===== src/rtl/avalon_divw.sv =====
// rtl/avalon_divw.sv - Avalon-MM iterative restoring divider peripheral
// Optional signed mode is compiled in when DIV_SIGNED_EN is defined.
module avalon_divw #(
  parameter int W = 32
) (
  input  logic        clk,
  input  logic        reset,
  input  logic [2:0]  s_address,
  input  logic [3:0]  s_byteenable,
  input  logic        s_chipselect,
  input  logic        s_write,
  input  logic [31:0] s_writedata,
  output logic [31:0] s_readdata,
  output logic        irq,
  output logic        busy
);
  localparam int CW = $clog2(W + 1);

  typedef enum logic [1:0] {S_IDLE, S_OP, S_FIX} state_t;

  state_t        state_q;
  logic [W-1:0]  dvnd_q, dvsr_q, quo_q, rmd_q;
  logic [W-1:0]  acc_q, div_q, rem_q;
  logic [CW-1:0] cnt_q;
  logic          mode_q, zero_q;
  logic          done_q, dbz_q, ovr_q, irq_en_q;

  logic          wr, start, clr_wr, sgn_req;
  logic [31:0]   wmask, dvnd_m, dvsr_m;
  logic [W-1:0]  dvnd_d, dvsr_d;
  logic [W-1:0]  dvnd_mag, dvsr_mag, quo_res, rmd_res;
  logic [W:0]    rem_sh, diff;

  assign wr     = s_write & s_chipselect;
  assign start  = wr && (s_address == 3'd2) && s_writedata[0];
  assign clr_wr = wr && (s_address == 3'd6);

  // Byte-lane merge at 32 bits, then truncate so bits above W never stick.
  assign wmask  = {{8{s_byteenable[3]}}, {8{s_byteenable[2]}},
                   {8{s_byteenable[1]}}, {8{s_byteenable[0]}}};
  assign dvnd_m = (32'(dvnd_q) & ~wmask) | (s_writedata & wmask);
  assign dvsr_m = (32'(dvsr_q) & ~wmask) | (s_writedata & wmask);
  assign dvnd_d = dvnd_m[W-1:0];
  assign dvsr_d = dvsr_m[W-1:0];

`ifdef DIV_SIGNED_EN
  logic dvnd_neg, dvsr_neg, negq_q, negr_q;

  assign sgn_req  = s_writedata[1];
  assign dvnd_neg = sgn_req & dvnd_q[W-1];
  assign dvsr_neg = sgn_req & dvsr_q[W-1];
  assign dvnd_mag = dvnd_neg ? -dvnd_q : dvnd_q;
  assign dvsr_mag = dvsr_neg ? -dvsr_q : dvsr_q;
  assign quo_res  = negq_q ? -acc_q : acc_q;
  assign rmd_res  = negr_q ? -rem_q : rem_q;

  always_ff @(posedge clk or posedge reset) begin
    if (reset) begin
      negq_q <= 1'b0;
      negr_q <= 1'b0;
    end else if (start && state_q == S_IDLE) begin
      negq_q <= dvnd_neg ^ dvsr_neg;
      negr_q <= dvnd_neg;
    end
  end
`else
  assign sgn_req  = 1'b0;
  assign dvnd_mag = dvnd_q;
  assign dvsr_mag = dvsr_q;
  assign quo_res  = acc_q;
  assign rmd_res  = rem_q;
`endif

  assign rem_sh = {rem_q, acc_q[W-1]};
  assign diff   = rem_sh - {1'b0, div_q};

  always_ff @(posedge clk or posedge reset) begin
    if (reset) begin
      state_q  <= S_IDLE;
      dvnd_q   <= '0;
      dvsr_q   <= '0;
      quo_q    <= '0;
      rmd_q    <= '0;
      acc_q    <= '0;
      div_q    <= '0;
      rem_q    <= '0;
      cnt_q    <= '0;
      mode_q   <= 1'b0;
      zero_q   <= 1'b0;
      done_q   <= 1'b0;
      dbz_q    <= 1'b0;
      ovr_q    <= 1'b0;
      irq_en_q <= 1'b0;
    end else begin
      if (wr && s_address == 3'd0) dvnd_q <= dvnd_d;
      if (wr && s_address == 3'd1) dvsr_q <= dvsr_d;
      if (wr && s_address == 3'd7) irq_en_q <= s_writedata[0];

      // Set terms are ORed after the clear so a coincident set wins.
      done_q <= (state_q == S_FIX) | (done_q & ~(clr_wr & s_writedata[1]));
      dbz_q  <= (state_q == S_FIX && zero_q) | (dbz_q & ~(clr_wr & s_writedata[2]));
      ovr_q  <= (start && state_q != S_IDLE) | (ovr_q & ~(clr_wr & s_writedata[3]));

      case (state_q)
        S_IDLE: begin
          if (start) begin
            mode_q <= sgn_req;
            zero_q <= (dvsr_q == '0);
            rem_q  <= '0;
            cnt_q  <= CW'(W);
            if (dvsr_q == '0) begin
              acc_q   <= dvnd_q;
              state_q <= S_FIX;
            end else begin
              acc_q   <= dvnd_mag;
              div_q   <= dvsr_mag;
              state_q <= S_OP;
            end
          end
        end
        S_OP: begin
          rem_q <= diff[W] ? rem_sh[W-1:0] : diff[W-1:0];
          acc_q <= {acc_q[W-2:0], ~diff[W]};
          cnt_q <= cnt_q - CW'(1);
          if (cnt_q == CW'(1)) state_q <= S_FIX;
        end
        S_FIX: begin
          quo_q   <= zero_q ? '1 : quo_res;
          rmd_q   <= zero_q ? acc_q : rmd_res;
          state_q <= S_IDLE;
        end
        default: state_q <= S_IDLE;
      endcase
    end
  end

  always_comb begin
    s_readdata = '0;
    case (s_address)
      3'd0: s_readdata = 32'(dvnd_q);
      3'd1: s_readdata = 32'(dvsr_q);
      3'd2: s_readdata = {30'd0, mode_q, 1'b0};
      3'd3: s_readdata = 32'(quo_q);
      3'd4: s_readdata = 32'(rmd_q);
      3'd5: s_readdata = {28'd0, ovr_q, dbz_q, done_q, state_q == S_IDLE};
      3'd7: s_readdata = {31'd0, irq_en_q};
      default: s_readdata = '0;
    endcase
  end

  assign irq  = done_q & irq_en_q;
  assign busy = (state_q != S_IDLE);
endmodule


===== config.mk =====
export PLATFORM = sky130hd
export DESIGN_NAME = avalon_divw
export DESIGN_NICKNAME = d
export VERILOG_FILES = /design/src/rtl/avalon_divw.sv
export SDC_FILE = /design/constraint.sdc
export NUM_CORES = 1
export LEC_CHECK = 0
export CAP_MARGIN = 20
export CORE_UTILIZATION = 50
export DETAILED_ROUTE_END_ITERATION = 6
export GPL_ROUTABILITY_DRIVEN = 0
export PLACE_DENSITY = 0.69
export SLEW_MARGIN = 20
export SYNTH_ARGS = -nofsm -noshare
export SYNTH_HDL_FRONTEND = slang
export SYNTH_SLANG_ARGS = --single-unit

===== constraint.sdc =====
create_clock -name clk -period 8.9 [get_ports clk]
set_input_delay 1.78 -clock clk [delete_from_list [all_inputs] [get_ports clk]]
set_output_delay 1.78 -clock clk [all_outputs]
set_load 0.02 [all_outputs]

==> flow_metrics.env <==
export IMPL_status="complete, no violations"
export IMPL_first_iter_violations=711
export IMPL_drcViolationCount=0
export IMPL_critPathMaxFanout=28
export IMPL_io_buffers=76
export IMPL_synthCells=1256
export IMPL_drt_total_wl_mm=31.74
export IMPL_cp_start_kind="input pin"
export IMPL_crit_required_ps=7120
export IMPL_dp_hpwl_mm=21.14
export IMPL_cts_buffers_inserted=26
export IMPL_vias_per_cell=6.094
export IMPL_synth_edf_count=0
export IMPL_antenna_found_initial=0
export IMPL_fillCellCount=2109
export IMPL_cp_num_buf_inv=3
export IMPL_ir_worst_vdd_mv=0.1895
export IMPL_tightest_slew_ps=1051
export IMPL_finalSetupViolCount=0
export IMPL_synth_warnings=0
export IMPL_final_cells=1631
export IMPL_clk_latency_ps=540
export IMPL_met1_usage=0.3521
export IMPL_worst_path_max_delay_cell="clkdlybuf4s50_1"
export IMPL_max_freq_ghz=0.1627
export IMPL_fp_dieH_um=161.2
export IMPL_cts_tree="yes"
export IMPL_drive_above_1_share=0.1308
export IMPL_critical_path_class="in2out"
export IMPL_setup_tns_ps=0
export IMPL_clk_pin_slew_worst_paths_ps=60
export IMPL_grt_pass1_wl_mm=52.07
export IMPL_synth_distinct_cells=67
export IMPL_cpPeakStageDelay_ps=770
export IMPL_htree_levels=1
export IMPL_top_usage_layer="met2"
export IMPL_fin_crit_sh=0.6905
export IMPL_synth_nets=1334
export IMPL_avgSynthCellArea_um2=10.09
export IMPL_cts_hold_buf=0
export IMPL_hold_viol_final=0
export IMPL_crit_path_cell_trace="clkdlybuf4s50_1 > and2_0 > and2_1 > buf_4 > a22o_1 > a221o_1 > clkdlybuf4s50_1"
export IMPL_fp_dieW_um=161.2
export IMPL_arrival_ps=4370
export IMPL_pwr_density_cell_mw_per_mm2=339.3
export IMPL_relSlewSlack=0.2988
export IMPL_met3_usage=0.03030
export IMPL_row_count=57
export IMPL_wire_per_inst_um=19.46
export IMPL_slew_violations=0
export IMPL_cts_buffer_depth=3
export IMPL_post_cts_resized=0
export IMPL_hold_ws_ps=480.0
export IMPL_p_leak_nw=6.509
export IMPL_diodes=0
export IMPL_area_growth_pct=15.35
export IMPL_coreArea_mm2=0.02460
export IMPL_track_usage=0.2474
export IMPL_drtPass1Iterations=5
export IMPL_synth_top_flop_cell="dfrtp_1"
export IMPL_use_met2=0.3985
export IMPL_rsz0062_at_grt="false"
export IMPL_grt_pass1_vias=9845
export IMPL_post_place_cells=1585
export IMPL_hp_class="reg2reg"
export IMPL_timing_max_cap_violations=0
export IMPL_stdcell_area_mm2=0.01462
export IMPL_cts_sinks=237
export IMPL_pin_count=77
export IMPL_netlist_area_mm2=0.01267
export IMPL_grt_overflow_total=0
export IMPL_start_util=0.5151
export IMPL_die_area_mm2=0.02599
export IMPL_crit_family="buffers and inverters"
export IMPL_ys_seq_area_frac=0.4680
export IMPL_ant_nets=0
export IMPL_post_dp_cell_area_mm2=0.01365
export IMPL_post_route_min_period_ps=6145
export IMPL_end_kind="output port"
export IMPL_routed_via_count=9940
export IMPL_skew_ps=30.25
export IMPL_grt_max_degree=131
export IMPL_post_cts_buffers=0
export IMPL_cp_common_cell="clkdlybuf4s50_1"
export IMPL_ys_async_sr_fraction=1.000
export IMPL_cts_root_buf="clkbuf_16"
export IMPL_ys_ff_latch=237
export IMPL_nNetsFinal=1368
==> worst reg2reg max path, stage by stage, from the launching register on <==
cell and delay, ps:
dfrtp_1 430, inv_1 80, ha_1 150, inv_1 50, fa_1 410, a21oi_1 220, o2bb2ai_1 160, o41ai_4 360
o22ai_1 210, o211a_1 290, a311oi_4 780, buf_4 530, or2_2 280, o211ai_1 100
==> synth_stat cells, types with 4 or more instances <==
cell      count  share of area
nand2b_1      6         0.0030
clkbuf_1     75          0.022
o211ai_1      8         0.0047
mux2_2       94          0.084
xor2_1       14         0.0097
and2_1        6         0.0030
o311ai_1     21          0.015
a22o_1       28          0.019
and3_1       11         0.0054
nand4_1       7         0.0035
a32oi_1       4         0.0028
nand2_1     132          0.039
inv_1        51          0.015
nor3_1        8         0.0032
xnor2_1      17          0.012
ha_1         34          0.034
o22ai_1       5         0.0025
nand3_1      31          0.012
o21a_1        4         0.0024
o21ai_0     108          0.043
o21ai_1      15         0.0059
nor2_1       75          0.022
dfrtp_1     237           0.47
a22oi_1      63          0.037
a211oi_1      4         0.0024
buf_1         4         0.0012
nor2b_1       7         0.0035
a221o_1      29          0.023
mux2i_1      45          0.036
a21o_1        9         0.0053
buf_6         4         0.0036
a21oi_1      32          0.013
nor4_1       11         0.0054
a31o_1        4         0.0028
==> power by group <==
| group | switching, mW | internal [mW] | total [mW] |
|---|---|---|---|
| clock network | 0.430 | 0.721 | 1.15 |
| registers | 0.313 | 1.38 | 1.70 |
| logic | 1.22 | 0.893 | 2.11 |
| total | 1.96 | 3.00 | 4.96 |
==> final cells by class <==
class | instances | area (um2) | share of cell area
multi-input combinational | 882 | 6254 | 0.4278
sequential | 237 | 5932 | 0.4058
timing repair buffer | 92 | 900.9 | 0.06162
clock buffer | 35 | 775.7 | 0.05306
tap | 324 | 405.4 | 0.02773
inverter | 51 | 198.9 | 0.01361
clock inverter | 10 | 152.6 | 0.01044
==> metal layers <==
metal	vias to the layer above	wire length [um]
met5	-	0
met4	0	744
met3	55	1686
met2	261	14730
met1	4940	14580
li1	4684	-
==> metrics by stage <==
step | total power, mW | setup WS (ps) | util
floorplan | 3.282 | 617.0 | -
global placement | 3.752 | 2850 | 0.5549
detailed placement | 3.802 | 2767 | 0.5549
CTS | 4.972 | 2768 | 0.5927
global route | 5.303 | 2621 | 0.5942
finish | 4.961 | 2755 | 0.5942
==> placed cells by master, fill, tap and decap left out, types with 7 or more instances in the layout <==
master / instances
dfrtp_1: 236
nand2_1: 131
o21ai_0: 108
mux2_2: 94
clkdlybuf4s50_1: 76
nor2_1: 72
a22oi_1: 63
inv_1: 50
mux2i_1: 45
ha_1: 34
a21oi_1: 32
nand3_1: 31
a221o_1: 29
a22o_1: 28
clkbuf_16: 27
o311ai_1: 21
xnor2_1: 17
buf_4: 15
o21ai_1: 14
xor2_1: 14
and3_1: 11
nor4_1: 11
a21o_1: 9
o211ai_1: 8
nand4_1: 7
nor2b_1: 7
clkbuf_8: 7
==> cell families after synthesis <==
kind of cell    share of synthesized area
flops                              0.4680
xor+xnor                          0.02142
fa+ha+maj                         0.03515
buf+inv                           0.04344
compound gates                     0.2023
mux                                0.1217
simple gates                       0.1080
==> worst paths after layout <==
kind | from | end | slack (ps) | cells past startpoint
min in group asynchronous | reset | asynchronous set/reset pin | 1750 | 2
max in group asynchronous | reset | cnt_q[0] | 5670 | 3
hold reg to reg | rmd_q[13] | rmd_q[13] | 480 | 2
setup / recovery | s_address[0] | s_readdata[29] | 2750 | 7
hold / removal | rmd_q[13] | rmd_q[13] | 480 | 2
setup reg to reg | acc_q[31] | acc_q[0] | 4720 | 13
No activity file was read; power rests on OpenSTA's default activity.
